$ cat src/rtl/sram_arbiter.sv
// rtl/sram_arbiter.sv - two-port fixed-priority arbiter with starvation guard in front of a 1-cycle SRAM macro
// m0 wins by default; m1 is forced through after STARVE_LIMIT consecutive m0 grants.
module sram_arbiter #(
  parameter int DATA_WIDTH   = 32,
  parameter int ADDR_WIDTH   = 9,
  parameter int NUM_WMASKS   = 4,
  parameter int STARVE_LIMIT = 4
) (
  input  logic                  clk,
  input  logic                  rst,
  input  logic                  m0_req,
  input  logic                  m0_we,
  input  logic [NUM_WMASKS-1:0] m0_wmask,
  input  logic [ADDR_WIDTH-1:0] m0_addr,
  input  logic [DATA_WIDTH-1:0] m0_wdata,
  output logic                  m0_gnt,
  output logic                  m0_rvalid,
  input  logic                  m1_req,
  input  logic                  m1_we,
  input  logic [NUM_WMASKS-1:0] m1_wmask,
  input  logic [ADDR_WIDTH-1:0] m1_addr,
  input  logic [DATA_WIDTH-1:0] m1_wdata,
  output logic                  m1_gnt,
  output logic                  m1_rvalid,
  output logic [DATA_WIDTH-1:0] rdata,
  output logic                  sram_csb,
  output logic                  sram_web,
  output logic [NUM_WMASKS-1:0] sram_wmask,
  output logic [ADDR_WIDTH-1:0] sram_addr,
  output logic [DATA_WIDTH-1:0] sram_din,
  input  logic [DATA_WIDTH-1:0] sram_dout,
  output logic                  busy
);

  localparam logic [3:0] LIMIT = 4'(STARVE_LIMIT);

  logic [3:0] starve_cnt;
  logic       m1_win;
  logic       any_gnt;
  logic       sel_we;
  logic       rd0_s1;
  logic       rd1_s1;
  logic       s2_valid;

  assign m1_win  = m1_req && (!m0_req || starve_cnt == LIMIT);
  assign m1_gnt  = !rst && m1_win;
  assign m0_gnt  = !rst && m0_req && !m1_win;
  assign any_gnt = m0_gnt || m1_gnt;
  assign sel_we  = m1_win ? m1_we : m0_we;

  assign rdata = sram_dout;
  assign busy  = !sram_csb || s2_valid;

  always_ff @(posedge clk or posedge rst) begin
    if (rst) begin
      starve_cnt <= '0;
      sram_csb   <= 1'b1;
      sram_web   <= 1'b1;
      sram_wmask <= '0;
      sram_addr  <= '0;
      sram_din   <= '0;
      rd0_s1     <= 1'b0;
      rd1_s1     <= 1'b0;
      s2_valid   <= 1'b0;
      m0_rvalid  <= 1'b0;
      m1_rvalid  <= 1'b0;
    end else begin
      if (m1_gnt || !m1_req)
        starve_cnt <= '0;
      else if (m0_gnt && starve_cnt != LIMIT)
        starve_cnt <= starve_cnt + 4'd1;

      // Stage 1: the granted command drives the macro directly from these registers.
      if (any_gnt) begin
        sram_csb   <= 1'b0;
        sram_web   <= !sel_we;
        sram_wmask <= sel_we ? (m1_win ? m1_wmask : m0_wmask) : '0;
        sram_addr  <= m1_win ? m1_addr : m0_addr;
        sram_din   <= m1_win ? m1_wdata : m0_wdata;
      end else begin
        sram_csb   <= 1'b1;
        sram_web   <= 1'b1;
        sram_wmask <= '0;
      end
      rd0_s1 <= m0_gnt && !m0_we;
      rd1_s1 <= m1_gnt && !m1_we;

      // Stage 2: macro output is valid now, so flag the owning port.
      s2_valid  <= !sram_csb;
      m0_rvalid <= rd0_s1;
      m1_rvalid <= rd1_s1;
    end
  end

endmodule

$ cat config.mk
export PLATFORM = sky130hd
export DESIGN_NAME = sram_arbiter
export DESIGN_NICKNAME = d
export VERILOG_FILES = /design/src/rtl/sram_arbiter.sv
export SDC_FILE = /design/constraint.sdc
export NUM_CORES = 1
export LEC_CHECK = 0
export ABC_CLOCK_PERIOD_IN_PS = 5700
export BUFFER_PORTS_ARGS = -buffer_cell sky130_fd_sc_hd__buf_2
export CAP_MARGIN = 20
export CORE_ASPECT_RATIO = 2
export CORE_MARGIN = 10
export CORE_UTILIZATION = 45
export CTS_BUF_LIST = sky130_fd_sc_hd__clkbuf_8
export DETAILED_ROUTE_END_ITERATION = 8
export GPL_TIMING_DRIVEN = 0
export PLACE_DENSITY_LB_ADDON = 0.3
export SETUP_SLACK_MARGIN = 0.05
export SLEW_MARGIN = 20
export SYNTH_ARGS = -nofsm -noshare
export SYNTH_HDL_FRONTEND = slang
export SYNTH_SLANG_ARGS = --single-unit
$ cat constraint.sdc
create_clock -name clk -period 5.7 [get_ports clk]
set_input_delay 0.57 -clock clk [delete_from_list [all_inputs] [get_ports clk]]
set_output_delay 0.57 -clock clk [all_outputs]
set_load 0.02 [all_outputs]
==> reports/results.tsv, run 1 <==
metric	value	unit
post_cts_buffers	0	
wl_per_cell	17.80	um
intPower	658.7	uW
antenna_found_initial	0	
power.total	1003	uW
overflow	0	
worstSetupEndpointType	output port	
die_w	77.14	um
dr.pass1.iters	4	
syn_avg_cell_area	9.181	um2
htree_levels	2	
status	complete, no violations	
ctsRootBufferMaster	clkbuf_8	
post-route-util	0.6391	
design_area	0.004033	mm2
worstPathMaxFanout	10	
drtIter0Drc	91	
drc_errors	0	
synthesis.area	0.002938	mm2
ios	212	
area_growth	37.27	%
grt_max_degree	59	
r2r-end	sram_din[2]	
fp.dieArea	0.01036	mm2
clock_latency	0.31	ns
hpwl	8703	um
cts.path.max_buffers	2	
required	5.13	ns
die_h	134.3	um
cts.hold.buffers_added	0	
total_leakage_power	0.002088	uW
finalClockSkew	0.007119	ns
p_sw	344.4	uW
hold_viol_final	0	
setup.worst_path.start_class	flop	
synth_cells	320	
final.setup.tns	0	ns
worstSetupPathType	reg2out	
hold_depth	0	
p_clk_frac	0.228	
seqCellArea	0.001404	mm2
floorplan.initialDensity	0.4656	
slew_violations	0	
cts_tree	yes	
whs_endpoint	m1_rvalid	
irDropWorstVdd	0.0002263	V
drive_gt1_frac	0.5553	
power_density	248.7	mW/mm2
max_freq	391.5	MHz
synth_nets	450	
hold_class	reg2reg	
numPortBuffers	178	
r2r_slack	3.97	ns
numCtsBuffers	5	
clkSinkCount	56	
cap_violations	0	
min_from	rd1_s1	
reg2reg_depth	8	
gp_congestion	0.8288	
ant_nets	0	
critPathLaunch	starve_cnt[0]	
r2r-start	starve_cnt[0]	
p_sw_frac	0.3433	
wl	10540	um
pwr-share-seq	0.461	
core-area	0.006310	mm2
ctsResizeCount	0	
cp_data_arrival_time	1.98	ns
vias	2930	
viasPerCell	4.949	
synth_cell_type_count	30	
final_nets	635	
yosysWarnings	0	
slew_headroom	0.5341	
ys_ff_latch	56	
layout_setup_ws	3.146	ns
rsz0062_at_grt	false	
num_antenna_cells	0	
dpl_worst_slack	3.360	ns
worst_pin_slew	0.6989	ns
finalSetupViolCount	0	
grt_pass1_wl	16260	um
combinationalPowerShare	0.312	
period_share	0.4481	
multi_input_area	0.001147	mm2
fin_crit	2.554	ns
rows	41	
placed_cell_area	0.003939	mm2
fill_cells	590	
grt_usage	0.1937	
grt_pass1_vias	3185	
seq_area_frac_synth	0.4779	
path_clk_slew	0.09	ns
-- Yosys cell counts, drive strengths merged --
cell    instances  area share
nor3            3      0.0051
nand2b          1      0.0021
nor2           46       0.061
o21ai           1      0.0017
dfstp           2       0.018
ha              2      0.0085
buf            49        0.12
o22ai           1      0.0021
a21boi          3      0.0089
nor2b           2      0.0043
a32oi           1      0.0030
a21bo           1      0.0034
inv             6      0.0077
a21oi          87        0.20
nand3          10       0.017
nand3b          2      0.0094
clkbuf          2      0.0026
nand2          45       0.057
mux2            1      0.0038
nand4b          1      0.0030
dfrtp          54        0.46
-- metrics by stage --
stage	hold slack [ns]	cells
2_1_floorplan	0.3312	320
3_3_place_gp	0.3338	584
3_5_place_dp	0.3409	584
4_1_cts	0.3607	592
5_1_grt	0.3701	592
6_report	0.3611	592
-- worst max-delay path, cell delays in order, from the launching register on --
cell,delay [ns]
dfrtp_1,0.43
inv_1,0.09
ha_1,0.22
nand3b_4,0.12
a21bo_2,0.25
clkbuf_1,0.23
nor2_1,0.15
buf_2,0.18
-- cell usage in the layout (no fill, tap or decap), drive strengths merged --
master / synthesis / routed
nand3: 10 / 10
nor3: 3 / 3
dfrtp: 54 / 54
a21boi: 3 / 3
mux2: 1 / 1
dfstp: 2 / 2
a32oi: 1 / 1
ha: 2 / 2
nor2: 46 / 46
a21bo: 1 / 1
nand2b: 1 / 1
inv: 6 / 7
a21oi: 87 / 87
nand4b: 1 / 1
nand3b: 2 / 2
nand2: 45 / 45
buf: 49 / 227
o21ai: 1 / 1
clkinvlp: 0 / 1
o22ai: 1 / 1
nor2b: 2 / 2
clkbuf: 2 / 8
-- layout make-up --
cell class,instances,share of cell area
sequential,56,0.3481
multi-input combinational,207,0.2845
timing repair buffer,178,0.2209
buffer,51,0.09029
tap,86,0.02668
clock buffer,6,0.02048
inverter,6,0.006205
clock inverter,2,0.002792
-- power groups by stage --
stage                     registers (uW)  clock network, uW  logic (uW)
after global routing                 468                247         340
after CTS                            462                234         317
after global placement               468                  0         310
after floorplan                      524                  0         138
final                                462                228         313
after detailed placement             470                  0         317
-- kinds of logic after synthesis --
| family | Yosys count | share of synthesized area |
|---|---|---|
| buffers and inverters | 57 | 0.1316 |
| adder cells (fa/ha/maj) | 2 | 0.008517 |
| AND/OR/NAND/NOR | 110 | 0.1597 |
| AO/OA/AOI/OAI | 94 | 0.2185 |
| multiplexers | 1 | 0.003833 |
| flip-flops | 56 | 0.4779 |
-- sequential cells by signal, indices dropped and copies added (netlist names) --
name / flops
m1_rvalid: 1
s2_valid: 1
m0_rvalid: 1
sram_wmask: 4
sram_csb: 1
rd1_s1: 1
rd0_s1: 1
starve_cnt: 4
sram_addr: 9
sram_web: 1
sram_din: 32
-- per-layer routing --
layer  part of all wire  vias to the layer above  GRT usage  wire length, um
met4              0.029                        0    0.07245              304
met5                  0                        -          0                0
met2               0.51                      171     0.3607             5416
met3               0.10                       18    0.08099             1089
met1               0.35                     1350     0.1802             3729
li1                   -                     1391          -                -
-- worst max-delay path by stage --
stage / cells past startpoint / endpoint / slack, ns
3_5_place_dp: 5 / m0_gnt / 3.36
4_1_cts: 7 / m1_gnt / 3.12
3_3_place_gp: 5 / m0_gnt / 2.20
2_1_floorplan: 4 / m0_gnt / 2.67
6_report: 7 / m1_gnt / 3.15
5_1_grt: 7 / m1_gnt / 2.95
Note: power is estimated with default switching activity, not from simulation.
==> inputs of run 2 (changes only) <==
Settings changed: ABC_CLOCK_PERIOD_IN_PS 5700 to 2340, CORE_UTILIZATION 45 to 38.
Clock period 5.7 ns to 2.34 ns, I/O delays scaled along.
==> run 2 against run 1 <==
Compared with the run above: flip-flop and latch count stayed put; sequential power is 140% higher; clock power grew to 2.8 times the previous value; count of clock-buffer cells in the layout is 1 lower; routed wire length is 4.5% lower; final area is 1.8% higher; clock skew is 0.0033 ns lower; worst setup slack worse by 2.9 ns; die area is 15% higher; global-route usage is 3.1 points lower; sequential share of layout area is 0.60 points lower; critical endpoint is now m0_gnt.
==> reports/results.tsv, run 2 (same netlist as run 1, synthesis figures left out) <==
metric	value	unit
hold_depth	3	
ant_nets	0	
hold_viol_final	0	
seqCellArea	0.001404	mm2
dp.cells	594	
grt_pass1_vias	3150	
hpwl	8417	um
cts.path.max_buffers	2	
layout_setup_ws	0.2562	ns
layout_commonest_cell	buf_2	
min_from	m0_wdata[26]	
htree_levels	2	
fill_cells	758	
cp_data_arrival_time	1.85	ns
wl	10070	um
finalSetupViolCount	0	
reg2reg_depth	8	
worstSetupPathType	reg2out	
r2r-start	starve_cnt[0]	
status	complete, no violations	
core-area	0.007545	mm2
finalClockSkew	0.003860	ns
grt_pass1_wl	15080	um
clkSinkCount	56	
wl_per_cell	16.72	um
vias	2928	
slew_headroom	0.6741	
hold_class	in2reg	
numPortBuffers	178	
drive_gt1_frac	0.5571	
floorplan.initialDensity	0.3894	
fp.dieArea	0.01186	mm2
ios	212	
p_clk_frac	0.250	
overflow	0	
multi_input_area	0.001147	mm2
path_clk_slew	0.10	ns
use_met1	0.1538	
num_antenna_cells	0	
worstPathMaxFanout	10	
required	2.11	ns
placed_cell_area	0.003990	mm2
clock_latency	0.31	ns
busiest_layer	met2	
irDropWorstVdd	0.0003630	V
period_share	0.8905	
p_sw_frac	0.3291	
design_area	0.004104	mm2
fin_crit	2.084	ns
cap_violations	0	
worstSetupEndpointType	output port	
grt_usage	0.1630	
ctsRootBufferMaster	clkbuf_8	
dr.pass1.iters	4	
combinationalPowerShare	0.303	
total_leakage_power	0.002116	uW
final_cell_mix	buf_2 (187), dfrtp_1 (54), a21oi_1 (47), nand2_1 (45), nor2_1 (45)	
top_register	sram_din	
rows	45	
final_nets	637	
grt_use_met3	0.06841	
p_sw	828.2	uW
worst_pin_slew	0.4888	ns
gp_congestion	0.8178	
largest_reg_flops	32	
die_h	144.3	um
area_growth	39.69	%
setup.worst_path.start_class	flop	
top_regs	sram_din x32, sram_addr x9	
antenna_found_initial	2	
intPower	1689	uW
critPathLaunch	starve_cnt[0]	
drc_errors	0	
rsz0062_at_grt	false	
max_freq	479.9	MHz
viasPerCell	4.864	
die_w	82.18	um
dpl_worst_slack	0.4844	ns
drtIter0Drc	57	
slew_violations	0	
power_density	613.3	mW/mm2
finalNonFillerCells	602	
cts_tree	yes	
pwr-share-seq	0.447	
grt_max_degree	33	
numCtsBuffers	5	
met2_usage	0.2884	
[run 2: worst paths after layout]
path                            endpoint  slack (ns)
max reg2reg                 sram_addr[6]        0.46
max                               m0_gnt        0.26
max in group asynchronous       sram_web        1.28
min                         sram_din[26]        0.14
min reg2reg                    m0_rvalid        0.36
min in group asynchronous  starve_cnt[0]        0.42
[run 2: repair_timing]
item | CTS | global route
setup buffers | 0 | 0
resized for setup | 0 | 0
setup endpoints to repair | 0 | 1
hold endpoints to repair | 1 | 0
hold buffers | 1 | 0
[run 2: critical path, stage by stage, from the launching register on]
cell	delay [ns]
dfrtp_1	0.43
inv_1	0.09
ha_1	0.20
nand3b_4	0.11
a21boi_2	0.21
buf_2	0.26
nor2_1	0.07
buf_2	0.17
[run 2: final cells by class]
cell class / count / share of cell area
sequential: 56 / 0.3421
multi-input combinational: 207 / 0.2796
timing repair buffer: 181 / 0.2293
buffer: 50 / 0.08780
tap: 94 / 0.02866
clock buffer: 5 / 0.01677
clock inverter: 3 / 0.009451
inverter: 6 / 0.006402
[run 2: power groups by stage]
stage	combinational [uW]	sequential (uW)	clock [uW]
6_report	762	1120	630
5_1_grt	836	1140	684
4_1_cts	778	1130	658
3_5_place_dp	775	1140	0
3_3_place_gp	758	1140	0
2_1_floorplan	336	1280	0
[run 2: metrics by stage]
stage	power (uW)	hold slack, ns	utilization	TNS [ns]
after global placement	1897	0.3333	0.5235	-0.05096
after detailed placement	1920	0.2102	0.5289	0
after CTS	2562	0.1273	0.5444	0
after global routing	2658	0.1382	0.5439	0
after floorplan	1612	0.3048	-	0
final	2517	0.1435	0.5439	0
[run 2: routing by layer]
metal / vias to the layer above / wire (um) / share of wire
li1: 1400 / - / -
met4: 4 / 319 / 0.032
met5: - / 21 / 0.0021
met3: 24 / 1275 / 0.13
met1: 1342 / 3295 / 0.33
met2: 158 / 5154 / 0.51
